<file path="src/rtl/sonuc_bcd_donusturucu.sv">
// sonuc_bcd_donusturucu: iterative double-dabble converter from the 64-bit
// calculator result to packed BCD digits, with significant-digit count and overflow path.
`default_nettype none

module sonuc_bcd_donusturucu #(
  parameter int GENISLIK = 64,
  parameter int BASAMAK  = 20
) (
  input  logic                   clk,
  input  logic                   rst,
  input  logic                   gecerli_in,
  input  logic [GENISLIK-1:0]    sonuc_in,
  input  logic                   tasma_in,
  output logic                   hazir,
  output logic [4*BASAMAK-1:0]   bcd_out,
  output logic [4:0]             basamak_sayisi,
  output logic                   tasma_out,
  output logic                   gecerli_out
);

  localparam int             SW       = $clog2(GENISLIK + 1);
  localparam logic [SW-1:0]  SON_ADIM = SW'(GENISLIK - 1);

  typedef enum logic [1:0] {
    BOSTA  = 2'd0,
    KAYDIR = 2'd1,
    BITTI  = 2'd2
  } durum_t;

  durum_t               durum_q;
  logic [GENISLIK-1:0]  ikili_q;
  logic [4*BASAMAK-1:0] bcd_q;
  logic [SW-1:0]        sayac_q;
  logic                 tasma_q;

  logic [4*BASAMAK-1:0] duzelt_d;
  logic [4*BASAMAK-1:0] bcd_d;
  logic [GENISLIK-1:0]  ikili_d;
  logic [4:0]           sayi_d;

  // One double-dabble step: add-3 on digits >= 5, then shift {bcd, binary} left.
  always_comb begin
    duzelt_d = bcd_q;
    for (int i = 0; i < BASAMAK; i++) begin
      if (bcd_q[4*i +: 4] >= 4'd5) begin
        duzelt_d[4*i +: 4] = bcd_q[4*i +: 4] + 4'd3;
      end
    end
    bcd_d   = {duzelt_d[4*BASAMAK-2:0], ikili_q[GENISLIK-1]};
    ikili_d = {ikili_q[GENISLIK-2:0], 1'b0};
  end

  // Highest non-zero digit decides the count; an all-zero result still shows one digit.
  always_comb begin
    sayi_d = 5'd1;
    for (int i = 0; i < BASAMAK; i++) begin
      if (bcd_q[4*i +: 4] != 4'd0) begin
        sayi_d = 5'(i + 1);
      end
    end
  end

  always_ff @(posedge clk or posedge rst) begin
    if (rst) begin
      durum_q        <= BOSTA;
      hazir          <= 1'b1;
      ikili_q        <= '0;
      bcd_q          <= '0;
      sayac_q        <= '0;
      tasma_q        <= 1'b0;
      bcd_out        <= '0;
      basamak_sayisi <= 5'd0;
      tasma_out      <= 1'b0;
      gecerli_out    <= 1'b0;
    end else begin
      gecerli_out <= 1'b0;
      case (durum_q)
        BOSTA: begin
          if (gecerli_in) begin
            ikili_q <= sonuc_in;
            tasma_q <= tasma_in;
            bcd_q   <= '0;
            sayac_q <= '0;
            hazir   <= 1'b0;
            durum_q <= tasma_in ? BITTI : KAYDIR;
          end
        end
        KAYDIR: begin
          bcd_q   <= bcd_d;
          ikili_q <= ikili_d;
          sayac_q <= sayac_q + 1'b1;
          if (sayac_q == SON_ADIM) begin
            durum_q <= BITTI;
          end
        end
        BITTI: begin
          gecerli_out <= 1'b1;
          hazir       <= 1'b1;
          durum_q     <= BOSTA;
          if (tasma_q) begin
            bcd_out        <= {BASAMAK{4'hF}};
            basamak_sayisi <= 5'd0;
            tasma_out      <= 1'b1;
          end else begin
            bcd_out        <= bcd_q;
            basamak_sayisi <= sayi_d;
            tasma_out      <= 1'b0;
          end
        end
        default: begin
          durum_q <= BOSTA;
          hazir   <= 1'b1;
        end
      endcase
    end
  end

endmodule

`default_nettype wire

</file>
<file path="config.mk">
export PLATFORM = sky130hd
export DESIGN_NAME = sonuc_bcd_donusturucu
export DESIGN_NICKNAME = d
export VERILOG_FILES = /design/src/rtl/sonuc_bcd_donusturucu.sv
export SDC_FILE = /design/constraint.sdc
export NUM_CORES = 1
export LEC_CHECK = 0
export ABC_AREA = 0
export CORE_AREA = 2 2 157 159
export CTS_BUF_LIST = sky130_fd_sc_hd__clkbuf_4 sky130_fd_sc_hd__clkbuf_8
export DETAILED_ROUTE_END_ITERATION = 12
export DIE_AREA = 0 0 159 161
export PLACE_DENSITY = 0.73
export SYNTH_ARGS = -nofsm -noshare
export SYNTH_HDL_FRONTEND = slang
export SYNTH_SLANG_ARGS = --single-unit
</file>
<file path="constraint.sdc">
create_clock -name clk -period 12.1 [get_ports clk]
set_input_delay 2.42 -clock clk [delete_from_list [all_inputs] [get_ports clk]]
set_output_delay 2.42 -clock clk [all_outputs]
set_load 0.02 [all_outputs]
</file>
* Word level (Yosys, flattened, before mapping)
Cells that the tools add are included.
Storage, ports and cells: register bits 242, word-level logic and storage cells 137
Cells by class: $lt $le $gt $ge 20, reduce and logical (&&, ||, !) cells 25, equal/unequal tests 5, muxes and demuxes 55, add/sub/neg operators 21, bitwise gates (word level) 1
Operator list (number):
- 80-bit 2-to-1 mux | 2
- 80-bit one-hot mux with 2 select lines | 1
- 64-bit one-hot mux with 2 select lines | 1
- 5-bit 2-to-1 mux | 19
- 4-bit by 3-bit >= comparator with 1-bit output (second input constant) | 20
- 4-bit by 2-bit adder with 4-bit output (second input constant) | 19
- 4-bit 2-to-1 mux | 19
- 4-bit nonzero test | 19
- 64-bit 2-to-1 mux | 1
- 7-bit one-hot mux with 2 select lines | 1
- 2-bit 2-to-1 mux | 4
- 2-bit AND reduction | 4
- 7-bit by 1-bit adder with 7-bit output (second input constant) | 1
- 7-bit by 6-bit equality test with 1-bit output (second input constant) | 1
- 7-bit 2-to-1 mux | 1
- 2-bit != test (second input constant) | 2
- 2-bit one-hot mux with 2 select lines | 1
- 3-bit by 2-bit adder with 3-bit output (second input constant) | 1
- 1-bit 2-to-1 mux | 3
- 3-bit 2-to-1 mux | 1
- 2-bit by 1-bit equality test with 1-bit output (second input constant) | 1
- 2-bit equality test (second input constant) | 1
- 2-bit logical NOT | 1
- 1-bit one-hot mux with 2 select lines | 1
- other kinds (2) | 2

* Logic depth before layout (Yosys ltp)
word-level depth 21, depth in mapped cells 8, mapped depth without buffers 7

* Least setup slack after synthesis
No wires, ideal clock.
path type input port to flip-flop, start in gecerli_in, end reg sayac_q[2], required time 11.971 ns, library setup time 0.129 ns, cell stages on the path 6, setup slack 8.675 ns, arrival 3.296 ns, cell sequence nor2_1 or2_2 clkbuf_1 clkbuf_1 o21ai_0 o21ai_0
On the way: longest elaborated chain between the ends 2
RTL lines:
- from (decl) | RTL line 11 | input logic gecerli_in,
- 2-bit != test (no line)
- 2-bit AND reduction (no line)
- to (signal assigned) | RTL line 91 | sayac_q <= sayac_q + 1'b1;
- to (decl) | RTL line 33 | logic [SW-1:0] sayac_q;
No other way between the ends. A chain may end at the register's enable or synchronous reset.

==> run summary <==
- **Cell Pwr Density** 231 nW/um^2
- **placeable core region** 24000 sq um
- **synthesis-stage register bit count** 242
- **final worst clock skew** 10.5 ps
- **number of core rows** 57
- **area occupied by registers** 6060 sq um
- **Die ar.** 25600 sq um
- **startpoint type of the worst setup path** primary input
- **cell depth of the worst min-delay path** 2
- **EDFF count, synth** 0
- **Final Net Count** 1520
- **cells traversed along the worst timing path** clkdlybuf4s50_1 -> inv_8 -> buf_4
- **Setup-failing EPs final** 0
- **via/cell ratio** 5.49
- **Synth Flop Type** sky130_fd_sc_hd__dfrtp_1
- **sequential share of the synthesized area** 0.512
- **nets in the synthesized netlist** 1398
- **wire length of the first global-routing pass** 45.8 mm
- **outcome** complete, no violations
- **combined area of all synthesized cells** 11800 sq um
- **final critical-path required period** 4310 ps
- **Post-Place Cells** 1691
- **number of pins with negative max-slew slack in the final report** 0
- **H-tree levels** 2
- **global routing usage summed across all routing layers** 0.211
- **Hold Path Class** flop to flop
- **Post-Route M1 WL** 12.5 mm
- **worst supply voltage drop on vdd** 147 uV
- **metal2 WL** 12.3 mm
- **maximum root-to-sink buffer count** 3
- **Yosys warnings** 0
- **final cycle utilization of the critical path** 0.357
- **Arrival @ worst endpoint** 4810 ps
- **total global routing overflow** 0
- **number of setup buffers added after CTS** 0
- **aggregate negative setup slack** 0 ps
- **Die Wd** 159 um
- **ANT nets after route** 0
- **clock tree sinks** 242
- **most used cells in the layout excluding fill and tap cells** sky130_fd_sc_hd__nand2_1, sky130_fd_sc_hd__dfrtp_1, sky130_fd_sc_hd__o21ai_0
- **delay-heaviest family, CP** buffers and inverters
- **proportion of synthesized flip-flops having asynchronous set or reset** 1.00
- **sum of met3 wire segment lengths after detailed routing** 1.75 mm
- **DR vias** 9687
- **total power after layout** 3360 uW
- **Avg Cell Area, Syn** 9.19 sq um
- **number of distinct library cells after synthesis** 50
- **count of unresolved DRC violations after routing** 0
- **data required time of the worst path** 12600 ps
- **number of top-level pins** 156
- **cell count after synthesis** 1288
- **Static Leakage** 0.00672 uW
- **# resized after CTS** 0
- **number of fillers in the final layout** 2122
- **ant diodes** 0
- **maximum number of pins on one net before global-route repair** 159
- **total wire length** 27.0 mm
- **RSZ-0062 raised after global routing** false
- **most frequent standard cell in the layout excluding fill and tap cells** sky130_fd_sc_hd__nand2_1
- **wire length per cell after detailed routing** 15.3 um
- **CP Depth** 3
- **number of design-rule violations left by the first detailed-router iteration** 622
- **top fanout value on the critical path** 158
- **final RePlAce weighted congestion** 0.784
- **signed area change from the synthesized netlist to the final layout** 22.7%
- **placement-stage worst setup slack** 7160 ps
- **number of max-cap violations** 0
- **multi-input gate area in the final layout** 5320 sq um
- **die boundary height** 161 um
- **effective utilization at floorplan** 0.494
- **clock tree from TritonCTS** yes
- **number of cells traversed by the worst register-to-register path** 5
- **measured slew at the worst slew-check pin** 1100 ps
- **CTS Buf Count** 41
- **Worst-path clk slew** 60 ps
- **clock insertion delay at the later pin of the skew report** 540 ps
- **initial antenna violation count** 0
- **headroom to the max-slew limit** 0.267
- **slowest cell on the critical path** sky130_fd_sc_hd__buf_4
- **crit path setup slack, layout** 7790 ps
- **buffering stage count on the worst path with inverters included** 3
- **uppermost layer routed** met4
- **clock root cell** sky130_fd_sc_hd__clkbuf_8
- **delay of the slowest cell on the worst path** 920 ps
- **CTS Hold Bufs** 0
- **DP HPWL** 16.9 mm
- **post-layout instance count excluding filler cells** 1764
- **fraction of layout cells with a size suffix above 1** 0.0694
- **First-pass DRT Iterations** 5
- **number of port buffers** 155
- **highest attainable clock frequency** 232 MHz
- **hold slack** 461 ps
- **number of global-route vias before repair** 9464
- **crit path capture type** async pin
- **category of the critical setup timing path** primary input to async pin
- **final hold violations** 0
-- power breakdown --
group / internal, uW / switching (uW)
Clock: 497 / 330
Combinational: 517 / 762
Sequential: 1080 / 181
Total: 2090 / 1270
-- tightest hold or removal path, cell delays in order, from the launching register on --
cell and delay [ps]:
sky130_fd_sc_hd__dfrtp_1 340, sky130_fd_sc_hd__nand2_1 50, sky130_fd_sc_hd__nand2_1 40
-- sequential cells by signal, summed over array words and instances (netlist names) --
name and count:
gecerli_out 1, bcd_q 80, sayac_q 7, tasma_out 1, basamak_sayisi 5, tasma_q 1
hazir 1, ikili_q 64, durum_q 2, bcd_out 80
-- per-stage QoR --
| stage | instance area [sq um] | util |
|---|---|---|
| finish | 14500 | 0.606 |
| global route | 14500 | 0.606 |
| CTS | 14500 | 0.606 |
| detailed placement | 13600 | 0.566 |
| global placement | 13600 | 0.566 |
| floorplan | 11800 | - |
-- cell usage after synthesis (2+ instances only) --
| master | instances | area [sq um] |
|---|---|---|
| sky130_fd_sc_hd__a21oi_1 | 117 | 586 |
| sky130_fd_sc_hd__a22o_1 | 4 | 35.0 |
| sky130_fd_sc_hd__a22oi_1 | 2 | 15.0 |
| sky130_fd_sc_hd__a32o_1 | 20 | 200 |
| sky130_fd_sc_hd__and3_1 | 5 | 31.3 |
| sky130_fd_sc_hd__and3b_1 | 61 | 534 |
| sky130_fd_sc_hd__buf_1 | 4 | 15.0 |
| sky130_fd_sc_hd__buf_2 | 8 | 40.0 |
| sky130_fd_sc_hd__clkbuf_1 | 73 | 274 |
| sky130_fd_sc_hd__dfrtp_1 | 241 | 6030 |
| sky130_fd_sc_hd__ha_1 | 42 | 526 |
| sky130_fd_sc_hd__inv_1 | 43 | 161 |
| sky130_fd_sc_hd__nand2_1 | 260 | 976 |
| sky130_fd_sc_hd__nand2b_1 | 25 | 156 |
| sky130_fd_sc_hd__nand3_1 | 6 | 30.0 |
| sky130_fd_sc_hd__nand3b_1 | 2 | 15.0 |
| sky130_fd_sc_hd__nand4_1 | 3 | 18.8 |
| sky130_fd_sc_hd__nor2_1 | 41 | 154 |
| sky130_fd_sc_hd__nor3_1 | 2 | 10.0 |
| sky130_fd_sc_hd__nor3b_1 | 22 | 165 |
| sky130_fd_sc_hd__o211ai_1 | 2 | 15.0 |
| sky130_fd_sc_hd__o21ai_0 | 195 | 976 |
| sky130_fd_sc_hd__o22ai_1 | 34 | 213 |
| sky130_fd_sc_hd__o311ai_0 | 2 | 17.5 |
| sky130_fd_sc_hd__o31ai_1 | 21 | 158 |
| sky130_fd_sc_hd__o32ai_1 | 5 | 43.8 |
| sky130_fd_sc_hd__or2_2 | 2 | 12.5 |
| sky130_fd_sc_hd__xnor2_1 | 20 | 175 |
| sky130_fd_sc_hd__xor2_1 | 5 | 43.8 |
-- final timing paths --
path	startpoint	endpoint	slack [ps]
max in group clk	gecerli_in	sayac_q[4]	7880
min in group asynchronous	rst	ikili_q[53]	2530
setup / recovery	rst	bcd_q[7]	7790
setup reg to reg	durum_q[1]	basamak_sayisi[2]	9240
hold reg to reg	bcd_out[6]	bcd_out[6]	460
hold / removal	bcd_out[6]	bcd_out[6]	460
-- cell families (layout without fill, tap and decap cells) --
| logic type | after synthesis | in the layout | synth area share |
|---|---|---|---|
| mux | 1 | 1 | 0.000951 |
| fa+ha+maj | 42 | 42 | 0.0444 |
| buf+inv | 128 | 280 | 0.0414 |
| simple gates | 438 | 438 | 0.185 |
| flops | 242 | 242 | 0.512 |
| xor+xnor | 25 | 25 | 0.0185 |
| compound gates | 412 | 412 | 0.198 |
-- layer usage --
layer,vias to the layer above,GRT usage
met1,4652,0.297
met2,256,0.333
li1,4743,-
met3,36,0.0506
met4,0,0.0537
met5,-,0
-- layout make-up --
class | count | share of cell area
clock buffers | 68 | 0.0601
clock inverters | 5 | 0.00534
inverters | 43 | 0.0116
multi-input cells | 918 | 0.366
flip-flops and latches | 242 | 0.418
well taps | 324 | 0.0279
repair buffers | 164 | 0.111
Power figures use the tool's default switching activity.
